===== src/rtl/imm_ext_assembler_if.sv =====
// Fetch-to-decode bus for imm_ext_assembler: fetched word, flow control and
// the decoded instruction/immediate stream.
interface imm_ext_assembler_if #(
  parameter int WORD_W  = 16,
  parameter int MAX_EXT = 2
);
  logic [WORD_W-1:0]         ir_in;
  logic                      ir_valid;
  logic                      flush;
  logic                      stall;
  logic [WORD_W-1:0]         instruction;
  logic [WORD_W*MAX_EXT-1:0] immediate;
  logic                      out_valid;
  logic                      bubble;
  logic                      imm_done;
  logic                      busy;

  modport master (
    output ir_in, ir_valid, flush, stall,
    input  instruction, immediate, out_valid, bubble, imm_done, busy
  );

  modport slave (
    input  ir_in, ir_valid, flush, stall,
    output instruction, immediate, out_valid, bubble, imm_done, busy
  );
endinterface


===== src/rtl/imm_ext_assembler.sv =====
// Splits fetched words into opcodes and immediate extension words, replacing
// each extension word by a bubble. Optional macro IMM_SIGN_EXT_EN sign-fills unused slices.
module imm_ext_assembler #(
  parameter int WORD_W       = 16,
  parameter int MAX_EXT      = 2,
  parameter int IMM_FLAG_BIT = 2,
  parameter int LEN_LSB      = 0,
  parameter int DST_LSB      = 3,
  parameter int DST_W        = 4,
  parameter logic [WORD_W-1:0] BUBBLE_OP = 16'h07F8
) (
  input logic             clk,
  input logic             rst,
  imm_ext_assembler_if.slave bus
);
  localparam int LEN_W  = $clog2(MAX_EXT);
  localparam int LEN_WS = (LEN_W < 1) ? 1 : LEN_W;
  localparam int CNT_W  = $clog2(MAX_EXT + 1);
  localparam int IMM_W  = WORD_W * MAX_EXT;

  typedef enum logic {IDLE, EXT} state_t;

  state_t             r_state, w_state_next;
  logic [CNT_W-1:0]   r_rem, w_rem_next;
  logic [CNT_W-1:0]   r_n, w_n_next;
  logic [DST_W-1:0]   r_dst, w_dst_next;
  logic [WORD_W-1:0]  r_instr_p1, w_instr_next;
  logic [IMM_W-1:0]   r_imm_p1, w_imm_next;
  logic               r_vld_p1, w_vld_next;
  logic               r_bub_p1, w_bub_next;
  logic               r_done_p1, w_done_next;
  logic [CNT_W-1:0]   w_k;
  logic [IMM_W-1:0]   w_imm_upd;

  // With MAX_EXT=1 there is no length field; the slice read is simply ignored.
  function automatic logic [CNT_W-1:0] ext_count(input logic [WORD_W-1:0] w);
    logic [LEN_WS:0] n;
    n = {1'b0, w[LEN_LSB +: LEN_WS]} + (LEN_WS+1)'(1);
    if (MAX_EXT == 1)       return CNT_W'(1);
    if (int'(n) > MAX_EXT)  return CNT_W'(MAX_EXT);
    return CNT_W'(n);
  endfunction

  function automatic logic [WORD_W-1:0] bubble_word(input logic [DST_W-1:0] dst);
    logic [WORD_W-1:0] b;
    b = BUBBLE_OP;
    b[DST_LSB +: DST_W] = dst;
    return b;
  endfunction

  function automatic logic [IMM_W-1:0] sign_fill(input logic [IMM_W-1:0] imm,
                                                 input logic [CNT_W-1:0] last,
                                                 input logic             msb);
    logic [IMM_W-1:0] r;
    r = imm;
    for (int j = 0; j < MAX_EXT; j++)
      if (CNT_W'(j) > last) r[j*WORD_W +: WORD_W] = {WORD_W{msb}};
    return r;
  endfunction

  // Slice index of the current extension word within its sequence.
  always_comb begin
    w_k       = r_n - r_rem;
    w_imm_upd = r_imm_p1;
    for (int j = 0; j < MAX_EXT; j++)
      if (CNT_W'(j) == w_k) w_imm_upd[j*WORD_W +: WORD_W] = bus.ir_in;
  end

  always_comb begin
    w_state_next = r_state;
    w_rem_next   = r_rem;
    w_n_next     = r_n;
    w_dst_next   = r_dst;
    w_instr_next = r_instr_p1;
    w_imm_next   = r_imm_p1;
    w_vld_next   = 1'b0;
    w_bub_next   = 1'b0;
    w_done_next  = 1'b0;
    if (bus.stall) begin
      w_vld_next  = r_vld_p1;
      w_bub_next  = r_bub_p1;
      w_done_next = r_done_p1;
    end else if (bus.ir_valid) begin
      w_vld_next = 1'b1;
      if (r_state == EXT && !bus.flush) begin
        w_instr_next = bubble_word(r_dst);
        w_bub_next   = 1'b1;
        w_imm_next   = w_imm_upd;
        w_rem_next   = r_rem - CNT_W'(1);
        if (r_rem == CNT_W'(1)) begin
          w_done_next  = 1'b1;
          w_state_next = IDLE;
`ifdef IMM_SIGN_EXT_EN
          w_imm_next   = sign_fill(w_imm_upd, w_k, bus.ir_in[WORD_W-1]);
`endif
        end
      end else begin
        // Flush abandons a pending sequence; the word is treated as an opcode.
        w_instr_next = bus.ir_in;
        w_state_next = IDLE;
        w_rem_next   = '0;
        if (bus.ir_in[IMM_FLAG_BIT]) begin
          w_dst_next   = bus.ir_in[DST_LSB +: DST_W];
          w_n_next     = ext_count(bus.ir_in);
          w_rem_next   = ext_count(bus.ir_in);
          w_imm_next   = '0;
          w_state_next = EXT;
        end
      end
    end
  end

  // Output stage _p1: one cycle after ir_in is sampled.
  always_ff @(posedge clk or posedge rst) begin
    if (rst) begin
      r_state    <= IDLE;
      r_rem      <= '0;
      r_n        <= '0;
      r_dst      <= '0;
      r_instr_p1 <= '0;
      r_imm_p1   <= '0;
      r_vld_p1   <= 1'b0;
      r_bub_p1   <= 1'b0;
      r_done_p1  <= 1'b0;
    end else begin
      r_state    <= w_state_next;
      r_rem      <= w_rem_next;
      r_n        <= w_n_next;
      r_dst      <= w_dst_next;
      r_instr_p1 <= w_instr_next;
      r_imm_p1   <= w_imm_next;
      r_vld_p1   <= w_vld_next;
      r_bub_p1   <= w_bub_next;
      r_done_p1  <= w_done_next;
    end
  end

  assign bus.instruction = r_instr_p1;
  assign bus.immediate   = r_imm_p1;
  assign bus.out_valid   = r_vld_p1;
  assign bus.bubble      = r_bub_p1;
  assign bus.imm_done    = r_done_p1;
  assign bus.busy        = (r_state == EXT);
endmodule

===== src/flat_wrapper.sv =====
// flat-port wrapper written by rule: the top's interface ports become plain ports
module imm_ext_assembler_flat 
#(
  parameter int WORD_W       = 16,
  parameter int MAX_EXT      = 2,
  parameter int IMM_FLAG_BIT = 2,
  parameter int LEN_LSB      = 0,
  parameter int DST_LSB      = 3,
  parameter int DST_W        = 4,
  parameter logic [WORD_W-1:0] BUBBLE_OP = 16'h07F8
)
  (clk, rst, bus_ir_in, bus_ir_valid, bus_flush, bus_stall, bus_instruction, bus_immediate, bus_out_valid, bus_bubble, bus_imm_done, bus_busy);
  imm_ext_assembler_if #(.WORD_W(WORD_W), .MAX_EXT(MAX_EXT)) bus_i ();
  input logic clk;
  input logic rst;
  input wire logic [$bits(bus_i.ir_in)-1:0] bus_ir_in;
  input wire logic [$bits(bus_i.ir_valid)-1:0] bus_ir_valid;
  input wire logic [$bits(bus_i.flush)-1:0] bus_flush;
  input wire logic [$bits(bus_i.stall)-1:0] bus_stall;
  output wire logic [$bits(bus_i.instruction)-1:0] bus_instruction;
  output wire logic [$bits(bus_i.immediate)-1:0] bus_immediate;
  output wire logic [$bits(bus_i.out_valid)-1:0] bus_out_valid;
  output wire logic [$bits(bus_i.bubble)-1:0] bus_bubble;
  output wire logic [$bits(bus_i.imm_done)-1:0] bus_imm_done;
  output wire logic [$bits(bus_i.busy)-1:0] bus_busy;
  assign bus_i.ir_in = bus_ir_in;
  assign bus_i.ir_valid = bus_ir_valid;
  assign bus_i.flush = bus_flush;
  assign bus_i.stall = bus_stall;
  assign bus_instruction = bus_i.instruction;
  assign bus_immediate = bus_i.immediate;
  assign bus_out_valid = bus_i.out_valid;
  assign bus_bubble = bus_i.bubble;
  assign bus_imm_done = bus_i.imm_done;
  assign bus_busy = bus_i.busy;
  imm_ext_assembler #(.WORD_W(WORD_W), .MAX_EXT(MAX_EXT), .IMM_FLAG_BIT(IMM_FLAG_BIT), .LEN_LSB(LEN_LSB), .DST_LSB(DST_LSB), .DST_W(DST_W), .BUBBLE_OP(BUBBLE_OP)) u_core (.clk(clk), .rst(rst), .bus(bus_i));
endmodule

===== config.mk =====
export PLATFORM = sky130hd
export DESIGN_NAME = imm_ext_assembler_flat
export DESIGN_NICKNAME = d
export VERILOG_FILES = /design/src/rtl/imm_ext_assembler_if.sv /design/src/rtl/imm_ext_assembler.sv /design/src/flat_wrapper.sv
export SDC_FILE = /design/constraint.sdc
export NUM_CORES = 1
export LEC_CHECK = 0
export ABC_AREA = 1
export CORE_ASPECT_RATIO = 1.4
export CORE_UTILIZATION = 49
export CTS_BUF_LIST = sky130_fd_sc_hd__clkbuf_4
export CTS_CLUSTER_DIAMETER = 150
export CTS_CLUSTER_SIZE = 12
export DETAILED_ROUTE_END_ITERATION = 16
export DONT_BUFFER_PORTS = 1
export HOLD_SLACK_MARGIN = 0.03
export MAX_ROUTING_LAYER = met4
export REMOVE_ABC_BUFFERS = 1
export SYNTH_ARGS = -nofsm -noshare
export SYNTH_HDL_FRONTEND = slang
export SYNTH_SLANG_ARGS = --single-unit

===== constraint.sdc =====
create_clock -name clk -period 1.95 [get_ports clk]
set_input_delay 0.0975 -clock clk [delete_from_list [all_inputs] [get_ports clk]]
set_output_delay 0.0975 -clock clk [all_outputs]
set_load 0.03 [all_outputs]

==> results, run 1 <==
- The run finished with clean final reports.
- The number of nets with antenna violations after routing is 0.
- Counting instances, the worst hold path has a depth of 2.
- The x dimension of the die is 63.98 um.
- The initial antenna violation count was 0.
- The core area is 5159 um^2.
- The clock drives 60 sinks.
- In the routed design, unresolved DRC markers number 0.
- For met2 alone, demand over resource in global routing was 40.23%.
- In the post-route analysis, the smallest setup slack over all paths is 0.2485 ns.
- The clock passes through at most 2 buffers.
- The final HPWL from detailed placement is 4.218 mm.
- The final count of hold timing violations came to 0.
- STA puts the critical path data required time at 2.24 ns.
- The busiest layer in global routing is met2.
- The count of synthesis-stage warnings from yosys is 0.
- Derived from the worst setup path, the maximum achievable clock frequency is 587.7 MHz.
- The congestion estimate from routability-driven global placement came to 0.8067.
- Global routing used 25.66% of the available tracks across all layers.
- The clock period minus final worst setup slack is 1.701 ns.
- The worst IR drop on VDD is 0.0008321 V.
- The clock latency on the worst-skew pair is 0.42 ns.
- The largest net degree at the start of global routing is 34.
- The number of global-route vias before repair is 2083.
- The area added between synthesis and finish is 15.95%.
- The first detailed-routing pass ran for 5 iterations.
- At the end of the flow, the number of nets in the layout was 342.
- The antenna diode count is 0.
- The routed layout has 1996 vias.
- The count of buffers from port buffering is 0.
- For the worst setup path, the data arrival time is 1.99 ns.
- The tightest min-delay check is of the in -> reg type.
- The cell chosen for the clock root is sky130_fd_sc_hd__clkbuf_4.
- TritonCTS built the clock tree.
- The synthesized netlist contains 29 unique library cells.
- The power per cell area is 1422 nW/um^2.
- Synthesis produced a netlist whose cell count is 289.
- The number of cells on the worst reg-to-reg path is 6.
- In the final layout, the share of cells above drive strength 1 is 11.73%.
- Once the floorplan was initialized, standard cells occupied 51.08% of the core.
- The critical hold path startpoint is bus_ir_in[2].
- Setup repair after global routing left no endpoint under its margin.
- Counting the buffers created by CTS gives 9.
- For this run, global-route usage on met3 was measured as 7.088%.
- The routed wire length is 6.393 mm.
- Clock-pin slew was measured on the worst setup and hold paths at 0.11 ns.
- In this run the worst path has a maximum fanout of 17.
- The critical path is of the in -> reg type.
- The total of max-cap violations is 0.
- After detailed routing, the number of vias per cell comes to 5.118.
- Setup violations remaining at the end of the flow were counted as 0.
- Across the routed clock network, the largest skew measured is 0.01047 ns.
- After the first detailed-routing iteration, the DRC count stood at 116.
- The H-tree depth reported by CTS is 3.
- The cell area that synthesis handed to floorplanning was 2635 um^2.
- The fraction of the yosys area taken by sequential cells is 56.98%.
- The remaining global-route overflow is 0.
- The worst slack at placement is 0.3819 ns.
- The worst hold path terminates at u_core.bus.instruction[2]$_DFFE_PP0P_.
- Summed over all failing endpoints, the final setup total negative slack is 0 ns.
- For this run, global-route usage on met1 was measured as 30.97%.
- The number of register bits inferred by synthesis is 60.
- The normalized max-slew margin is 57.15%.
- The setup check on the worst reg-to-reg path leaves a slack of 0.36 ns.
- The die covers 5679 um^2.
- At the pin with the least slew margin, the transition time is 0.6418 ns.
- The total count of max-transition violations in the final report was 0.
- The share of the clock period used by the worst path after layout is 87.26%.
- The first global-routing pass estimated 10.35 mm of wire.
- The routed length per instance is 16.39 um.
- The cell row count is 31.
- The worst setup path is captured at a flip-flop.
- The worst setup path is launched from a primary input.
- The worst reg2reg path startpoint is u_core.r_rem[0]$_DFFE_PP0P_.
- The height of the die is 88.77 um.
- The capturing point of the worst reg2reg path is u_core.bus.immediate[17]$_DFFE_PP0P_.
- The top-level I/O count is 73.
- Dividing the synthesized area by the synthesized cell count gives 9.118 um^2.
- The number of buffers inserted to repair setup after CTS is 0.
- The total leakage power is 0.001630 uW.
==> registers in the layout (all words and copies together), names as in the netlist <==
register and flops:
u_core.bus.immediate 32, u_core.bus.instruction 16, u_core.r_dst 4, u_core.r_n 2
u_core.r_rem 2, u_core.bus.bubble 1, u_core.bus.busy 1, u_core.bus.imm_done 1
u_core.bus.out_valid 1
==> metrics by stage <==
step	power, uW	instance area (um^2)	hold slack (ns)	instances	utilization, %
after global placement	3460	2690	0.09287	350	52.15
after CTS	4376	3055	0.03416	390	59.23
after global routing	4602	3055	0.07084	390	59.23
final	4345	3055	0.03425	390	59.23
after detailed placement	3485	2690	0.1047	350	52.15
after floorplan	3162	2550	0.2072	278	-
==> area by class of cell <==
type / count / area [um^2]
Clock inverter: 7 / 57.56
Inverter: 29 / 111.4
Multi-Input combinational cell: 189 / 937.1
Clock buffer: 9 / 67.56
Sequential cell: 60 / 1501
Tap cell: 66 / 82.58
Fill cell: 464 / 2103
Timing Repair Buffer: 30 / 297.8
==> cells in the final DEF (no fill, tap or decap), drive strengths merged, types with 2 or more instances in the layout <==
master,synthesis,routed
a21oi,4,4
buf,10,6
clkbuf,1,9
clkinv,1,7
dfrtp,60,60
dlygate4sd3,0,24
ha,2,2
inv,28,28
nand2,100,100
nand3,35,35
nor2,26,26
o211ai,4,4
o21ai,13,13
==> worst max path at each step <==
stage                     slack [ns]                         from                                    end
final                           0.25                    bus_stall  u_core.bus.instruction[8]$_DFFE_PP0P_
after global routing            0.14                    bus_stall   u_core.bus.immediate[16]$_DFFE_PP0P_
after CTS                       0.25                    bus_stall  u_core.bus.instruction[8]$_DFFE_PP0P_
after detailed placement        0.38  u_core.r_rem[0]$_DFFE_PP0P_   u_core.bus.immediate[17]$_DFFE_PP0P_
after global placement          0.39  u_core.r_rem[0]$_DFFE_PP0P_    u_core.bus.immediate[8]$_DFFE_PP0P_
after floorplan                 0.34  u_core.bus.busy$_DFFE_PP0P_   u_core.bus.immediate[16]$_DFFE_PP0P_
==> power breakdown <==
part | switching, uW | internal (uW) | total (uW)
logic | 581 | 363 | 944
clock network | 462 | 374 | 836
registers | 948 | 1620 | 2570
==> kinds of logic after synthesis <==
family | share of synthesized area, %
AOI/OAI and AO/OA | 7.075
adders and majority gates | 0.9495
buffers and inverters | 7.455
DFF | 56.98
and+or+nand+nor | 27.54
==> layer usage <==
metal | share of wire (%) | routed length, um | vias to the layer above
met5 | 0 | 0 | -
met4 | 1.8 | 112 | 0
met3 | 5.7 | 363 | 9
met2 | 50 | 3185 | 54
met1 | 43 | 2732 | 952
li1 | - | - | 981
==> worst max-delay path: stages <==
cell	delay, ns
sky130_fd_sc_hd__dlygate4sd3_1	0.62
sky130_fd_sc_hd__nor2_4	0.28
sky130_fd_sc_hd__inv_4	0.17
sky130_fd_sc_hd__nor2_8	0.17
sky130_fd_sc_hd__a21oi_1	0.08
sky130_fd_sc_hd__dlygate4sd3_1	0.56
==> cell usage after synthesis, drive strengths merged <==
cell / n / area [um^2]
a21oi: 4 / 20.02
a22o: 1 / 8.760
a22oi: 1 / 7.510
buf: 10 / 81.33
clkbuf: 1 / 3.750
clkinv: 1 / 3.750
dfrtp: 60 / 1501
ha: 2 / 25.02
inv: 28 / 107.6
nand2: 100 / 405.4
nand3: 35 / 180.2
nor2: 26 / 140.1
o211ai: 4 / 30.03
o21a: 1 / 7.510
o21ai: 13 / 91.34
o221ai: 1 / 8.760
o22ai: 1 / 12.51
==> repair_timing <==
| action | CTS | global route |
|---|---|---|
| gates resized for setup | 0 | 0 |
| hold endpoints to repair | 86 | 0 |
| hold buffers | 24 | 0 |
No activity file was read; power rests on OpenSTA's default activity.
==> run 2, diff against run 1 <==
Settings changed: MAX_ROUTING_LAYER met4 to unset.
==> results, run 2 (same netlist as run 1, synthesis figures left out) <==
- The tightest min-delay check is of the in -> reg type.
- The number of nets in the layout is 342 (unchanged).
- The critical path is of the in -> reg type.
- The count of non-filler cells in the finished layout is 390 (unchanged).
- The initial antenna violation count is 0 (unchanged).
- The number of buffers inserted to repair setup after CTS is 0 (unchanged).
- The slew of the pin with the lowest slew margin is 0.6403 ns (-0.001448 ns).
- The number of placed instances with taps included is 350 (unchanged).
- The final count of hold timing violations is 0 (unchanged).
- The cell row count is 31 (unchanged).
- The final HPWL from detailed placement came to 4.218 mm (unchanged).
- The sequential power share is 59.1% (about the same).
- The switching power came to 1988 uW (-0.15%).
- The highest achievable clock rate is 586.8 MHz (-0.16%).
- The H-tree depth reported by CTS came to 3 (unchanged).
- The global-route total usage across every layer came to 24.75% (-0.91 points).
- The area of the die is 5679 um^2 (unchanged).
- The combinational power share came to 21.8% (about the same).
- The number of sinks driven by the clock tree is 60 (unchanged).
- The total count of max-transition violations in the final report is 0 (unchanged).
- The number of nets with antenna violations after routing is 0 (unchanged).
- The sum of internal, switching and leakage power is 4343 uW (about the same).
- The worst hold slack is 0.04160 ns (+0.007345 ns).
- The worst IR drop on VDD is 0.0008326 V (about the same).
- The share of the clock period used by the worst path after layout is 87.39% (+0.14 points).
- The worst clock skew is 0.01218 ns (+0.001708 ns).
- The number of search-and-repair iterations in the first detailed-routing pass is 4 (-1).
- The total leakage power is 0.001630 uW (unchanged).
- The total of max-cap violations came to 0 (unchanged).
- The number of global-route vias before repair is 2082 (-0.048%).
- The end of the worst hold path is u_core.bus.instruction[2]$_DFFE_PP0P_.
- The type of destination of the critical path is a flip-flop.
- The x dimension of the die is 63.98 um (unchanged).
- The buffers plus inverters on the worst setup path is 3 (unchanged).
- The routed length per instance is 16.45 um (+0.34%).
- The final number of setup-violating endpoints is 0 (unchanged).
- The most common library cell in the layout ignoring fill and taps is sky130_fd_sc_hd__nand2_1.
- In this design, the critical path's most frequently occurring cell is sky130_fd_sc_hd__dlygate4sd3_1.
- The normalized max-slew margin was 57.25% (+0.097 points).
- The top cell types in the final layout, fill and taps aside, are 96 x sky130_fd_sc_hd__nand2_1, 60 x sky130_fd_sc_hd__dfrtp_1, 34 x sky130_fd_sc_hd__nand3_1.
- The top-level I/O count is 73 (unchanged).
- The global-route wire length before repair came to 10.34 mm (about the same).
- The root buffer cell chosen for the clock tree is sky130_fd_sc_hd__clkbuf_4.
- The switching share of total power is 45.77% (about the same).
- The routed wire length is 6.415 mm (+0.34%).
- The run finished with clean final reports.
- The clock tree from TritonCTS is done.
- The via-per-instance ratio was 5.087 (-0.60%).
- The share of power burned in the clock network came to 19.2% (about the same).
- The register-to-register path setup slack is 0.36 ns (about the same).
- The power per cell area is 1421 nW/um^2 (about the same).
- The required time at the endpoint of the critical path is 2.23 ns (about the same).
- The critical hold path startpoint is bus_ir_in[2].
- The height of the die is 88.77 um (unchanged).
- The maximum buffer depth of the clock tree is 2 (unchanged).
- The total vias in the final route is 1984 (-0.60%).
- The clock latency on the worst-skew pair is 0.41 ns (about the same).
- The maximum net fanout on the critical path is 17 (unchanged).
- The worst hold path depth is 2 (unchanged).
- The critical path launch point is bus_stall.
- The clock period minus final worst setup slack was 1.704 ns (+0.002653 ns).
- Walking the worst path, the cells encountered are dlygate4sd3_1, nor2_4, inv_4, nor2_8, a21oi_1, dlygate4sd3_1.
- The largest net degree at the start of global routing is 34 (unchanged).
- The accumulated negative setup slack is 0 ns (unchanged).
- The clock buffer count from CTS was 9 (unchanged).
- The antenna diode count is 0 (unchanged).
- The total of cells resized after clock tree synthesis is 0 (unchanged).
- The remaining global-route overflow is 0 (unchanged).
- The clock transition at the register clock pins on the worst setup and hold paths after CTS is 0.11 ns (about the same).
- The family with the most delay on the worst path is buffers and inverters.
- The delay contributed by the slowest stage of the critical path is 0.62 ns (about the same).
- The area added between synthesis and finish is 15.95% (unchanged).
- The core area came to 5159 um^2 (unchanged).
- The type of origin of the critical path is a primary input.
- The worst path arrival time was 1.99 ns (about the same).
- Setup repair after global routing left no endpoint under its margin.
- The number of remaining DRC errors is 0 (unchanged).
- The cell count of the worst reg-to-reg path was 7 (+1).
- The count of buffers from port buffering was 0 (unchanged).
- The final weighted congestion of routability-driven global placement was 0.7954 (-1.4%).
- The endpoint identified for the worst register-to-register timing path is u_core.bus.immediate[8]$_DFFE_PP0P_.
- The number of flip-flops in the largest register is 32 (unchanged).
- The count of routing violations after the opening detailed-route iteration was 95 (-18%).
- The internal portion of total power is 2355 uW (about the same).
- For this design, the slowest cell found on the critical path is sky130_fd_sc_hd__dlygate4sd3_1.
- The proportion of layout cells with a drive suffix above 1 is 11.73% (unchanged).
- The initial standard-cell utilization of the core came to 51.08% (unchanged).
- The worst register-to-register path begins at u_core.r_rem[0]$_DFFE_PP0P_.
- The core utilization of the finished layout is 59.23% (unchanged).
[run 2: cell counts in the layout (fill, tap and decap cells not counted)]
No cell type changed its count.
[run 2: metal layers]
metal / wire, um / vias up / global-route usage, % / share of wire [%]
li1: - / 978 / - / -
met1: 2698 / 944 / 30.80 / 42
met2: 3238 / 55 / 40.23 / 50
met3: 387 / 7 / 7.216 / 6.0
met4: 91 / 0 / 10.54 / 1.4
met5: 0 / - / 0 / 0
[run 2: power by group through the flow]
stage	registers [uW]	clock network (uW)	logic, uW
5_1_grt	2620	896	1090
3_5_place_dp	2590	0	895
3_3_place_gp	2590	0	872
4_1_cts	2570	852	953
6_report	2570	832	946
2_1_floorplan	2510	0	652
[run 2: timing repair]
action                                 in CTS  in global routing
hold buffers                               24                  0
setup endpoints to repair                   0                  0
endpoints found under the hold margin      86                  0
[run 2: final cells by class]
type                    instances  area, um^2
fillers                       464        2103
repair buffers                 30       297.8
clock buffers                   9       67.56
flip-flops and latches         60        1501
inverters                      29       111.4
clock inverters                 7       57.56
well taps                      66       82.58
multi-input cells             189       937.1
[run 2: worst max path at each step]
stage,cells after the start,end,slack (ns)
2_1_floorplan,8,u_core.bus.immediate[16]$_DFFE_PP0P_,0.34
3_3_place_gp,7,u_core.bus.immediate[8]$_DFFE_PP0P_,0.39
3_5_place_dp,6,u_core.bus.immediate[17]$_DFFE_PP0P_,0.38
4_1_cts,6,u_core.bus.instruction[8]$_DFFE_PP0P_,0.25
5_1_grt,8,u_core.bus.immediate[16]$_DFFE_PP0P_,0.14
6_report,6,u_core.bus.instruction[8]$_DFFE_PP0P_,0.25
[run 2: per-stage QoR]
step | area (um^2) | setup WS (ns)
finish | 3055 | 0.2459
CTS | 3055 | 0.2485
detailed placement | 2690 | 0.3819
global placement | 2690 | 0.3948
global route | 3055 | 0.1359
floorplan | 2550 | 0.3407
==> run 3, diff against run 2 <==
==> constraint.sdc (replaced) <==
create_clock -name clk -period 1.95 [get_ports clk]
set_input_delay 0.195 -clock clk [delete_from_list [all_inputs] [get_ports clk]]
set_output_delay 0.195 -clock clk [all_outputs]
set_load 0.03 [all_outputs]
==> results, run 3 (same netlist as run 1, synthesis figures left out) <==
- The slew of the pin with the lowest slew margin is 0.6223 ns (-0.01803 ns).
- The switching share of total power came to 46.31% (+0.54 points).
- The cell chosen for the clock root is sky130_fd_sc_hd__clkbuf_4.
- The final weighted congestion of routability-driven global placement is 0.7850 (-1.3%).
- The top-level I/O count came to 73 (unchanged).
- In this design, the largest share of critical-path delay is due to buffers and inverters.
- The buffers plus inverters on the worst setup path is 2 (-1).
- The clock tree from TritonCTS is done.
- The switching power came to 1940 uW (-2.4%).
- The worst setup path is captured at a flip-flop.
- The number of search-and-repair iterations in the first detailed-routing pass is 4 (unchanged).
- The share of power burned in the clock network is 17.1% (-2.1 points).
- The delay contributed by the slowest stage of the critical path is 0.62 ns (about the same).
- The routed wire length is 6.127 mm (-4.5%).
- The maximum buffer depth of the clock tree is 2 (unchanged).
- The area taken by flip-flops and latches is 1501 um^2 (unchanged).
- The worst clock skew came to 0.009246 ns (-0.002932 ns).
- The antenna diode count is 0 (unchanged).
- The library cells used most frequently in the layout, excluding fill and tap cells, are 96 x sky130_fd_sc_hd__nand2_1, 60 x sky130_fd_sc_hd__dfrtp_1, 34 x sky130_fd_sc_hd__nand3_1.
- The class of the most critical setup path is in -> reg.
- The H-tree depth reported by CTS came to 3 (unchanged).
- The worst IR drop on VDD is 0.0006615 V (-21%).
- The x dimension of the die is 63.98 um (unchanged).
- The global-route total usage across every layer is 23.80% (-0.95 points).
- The count of buffers from port buffering is 0 (unchanged).
- The maximum net fanout on the critical path is 17 (unchanged).
- The combinational power share is 21.9% (about the same).
- The number of remaining DRC errors is 0 (unchanged).
- The clock buffer count from CTS is 9 (unchanged).
- The number of nets in the layout was 337 (-1.5%).
- The area of the die is 5679 um^2 (unchanged).
- The most common library cell in the layout ignoring fill and taps is sky130_fd_sc_hd__nand2_1.
- The initial antenna violation count was 0 (unchanged).
- The count of fill cells added during filler insertion is 482 (+3.9%).
- The largest net degree at the start of global routing is 31 (-8.8%).
- The most numerous cell on the critical path is sky130_fd_sc_hd__nand2_1.
- From synthesis to final layout, the design area changed by 12.77%.
- The total vias in the final route is 1981 (-0.15%).
- The cell row count was 31 (unchanged).
- The total of max-cap violations is 0 (unchanged).
- The final count of hold timing violations was 0 (unchanged).
- The power per cell area is 1410 nW/um^2 (-0.80%).
- The multi-input gate area in the final layout was 937.1 um^2 (unchanged).
- The core area was 5159 um^2 (unchanged).
- The sum of internal, switching and leakage power came to 4190 uW (-3.5%).
- The height of the die is 88.77 um (unchanged).
- The normalized max-slew margin was 58.45% (+1.2 points).
- Setup repair after global routing left no endpoint under its margin.
- The total leakage power came to 0.001602 uW (-1.7%).
- Walking the worst path, the cells encountered are dlygate4sd3_1, nor2_4, inv_4, o21ai_4, nand2_4, nand2_1, nand2_1.
- The final number of setup-violating endpoints is 0 (unchanged).
- The accumulated negative setup slack is 0 ns (unchanged).
- The sequential power share is 61.0% (+1.9 points).
- The number of nets with antenna violations after routing came to 0 (unchanged).
- The worst setup path is launched from a primary input.
- The worst path arrival time came to 2.06 ns (+0.07 ns).
- The routed length per instance is 15.91 um (-3.2%).
- The internal portion of total power was 2249 uW (-4.5%).
- The final HPWL from detailed placement is 4.191 mm (-0.64%).
- The number of buffers inserted to repair setup after CTS was 0 (unchanged).
- The proportion of layout cells with a drive suffix above 1 is 11.91% (+0.18 points).
- The highest achievable clock rate is 564.1 MHz (-3.9%).
- The total count of max-transition violations in the final report came to 0 (unchanged).
- The clock transition at the register clock pins on the worst setup and hold paths after CTS is 0.09 ns (-0.02 ns).
- The number of sinks driven by the clock tree was 60 (unchanged).
- The global-route wire length before repair is 9.977 mm (-3.5%).
- The remaining global-route overflow is 0 (unchanged).
- The clock latency on the worst-skew pair was 0.39 ns (-0.02 ns).
- The count of routing violations after the opening detailed-route iteration is 115 (+21%).
- The initial standard-cell utilization of the core is 51.08% (unchanged).
- The number of flip-flops in the largest register is 32 (unchanged).
- The via-per-instance ratio is 5.145 (+1.1%).
- The required time at the endpoint of the critical path is 2.24 ns (about the same).
- The number of global-route vias before repair is 1996 (-4.1%).
- The flow ran to the end, and the final reports show no timing, DRC or antenna violations.
- The standard cell with the maximum stage delay on the critical path is sky130_fd_sc_hd__dlygate4sd3_1.
- The share of the clock period used by the worst path after layout was 90.90% (+3.5 points).
- In this run the worst hold path is classified as in -> reg.
- The clock period minus final worst setup slack is 1.773 ns (+0.06850 ns).
-- run 3: cell types whose count changed in the layout (fill, tap and decap cells not counted) --
cell and delta:
sky130_fd_sc_hd__dlygate4sd3_1 -6, sky130_fd_sc_hd__clkbuf_4 +3, sky130_fd_sc_hd__clkinv_2 -3, sky130_fd_sc_hd__buf_4 +2
sky130_fd_sc_hd__buf_12 -1, sky130_fd_sc_hd__bufinv_16 -1, sky130_fd_sc_hd__clkinv_1 +1
-- run 3: cell type report --
| class | count | area share [%] |
|---|---|---|
| sequential | 60 | 50.53 |
| multi-input combinational | 189 | 31.54 |
| timing repair buffer | 25 | 7.832 |
| inverter | 29 | 3.747 |
| clock buffer | 12 | 3.032 |
| tap | 66 | 2.779 |
| clock inverter | 4 | 0.5474 |
-- run 3: worst reg2reg max path, cell delays in order, from the launching register on --
cell	delay (ns)
sky130_fd_sc_hd__dfrtp_1	0.42
sky130_fd_sc_hd__ha_1	0.21
sky130_fd_sc_hd__nand3_1	0.12
sky130_fd_sc_hd__nand3_1	0.09
sky130_fd_sc_hd__nand2_1	0.24
sky130_fd_sc_hd__buf_4	0.26
sky130_fd_sc_hd__nand3_1	0.10
sky130_fd_sc_hd__nand2_1	0.09
-- run 3: through the flow --
stage	area (um^2)	util, %	hold slack, ns	setup slack, ns	instances
floorplan	2550	-	0.3047	0.2703	278
global placement	2685	52.05	0.2043	0.3869	351
detailed placement	2685	52.05	0.1922	0.3662	351
CTS	2972	57.60	0.09952	0.1763	385
global route	2972	57.60	0.1373	0.03940	385
finish	2972	57.60	0.1125	0.1774	385
-- run 3: repair_timing --
item,CTS,global route
hold endpoints to repair,59,0
resized for setup,0,0
hold buffers,18,0
-- run 3: power groups by stage --
stage	Clock (uW)	Sequential [uW]	Combinational [uW]
after floorplan	0	2510	652
after global placement	0	2590	879
after detailed placement	0	2580	893
after CTS	740	2560	928
after global routing	777	2610	1050
final	717	2560	916
-- run 3: final timing paths --
path                                              from  slack, ns                                    to  cells past startpoint
setup reg to reg           u_core.r_rem[0]$_DFFE_PP0P_       0.35   u_core.bus.immediate[7]$_DFFE_PP0P_                      7
hold / removal                            bus_ir_in[2]       0.11  u_core.bus.immediate[18]$_DFFE_PP0P_                      4
max in group asynchronous                          rst       0.93  u_core.bus.immediate[14]$_DFFE_PP0P_                      3
hold reg to reg            u_core.r_dst[2]$_DFFE_PP0P_       0.49           u_core.r_dst[2]$_DFFE_PP0P_                      2
min in group asynchronous                          rst       0.33  u_core.bus.immediate[23]$_DFFE_PP0P_                      2
setup / recovery                             bus_stall       0.18  u_core.bus.immediate[12]$_DFFE_PP0P_                      7
-- run 3: layer usage --
metal | vias up | routed length (um) | GRT usage [%]
met1 | 936 | 2574 | 30.42
met2 | 63 | 2993 | 37.52
met5 | - | 0 | 0
met4 | 0 | 118 | 10.54
li1 | 972 | - | -
met3 | 10 | 441 | 7.088
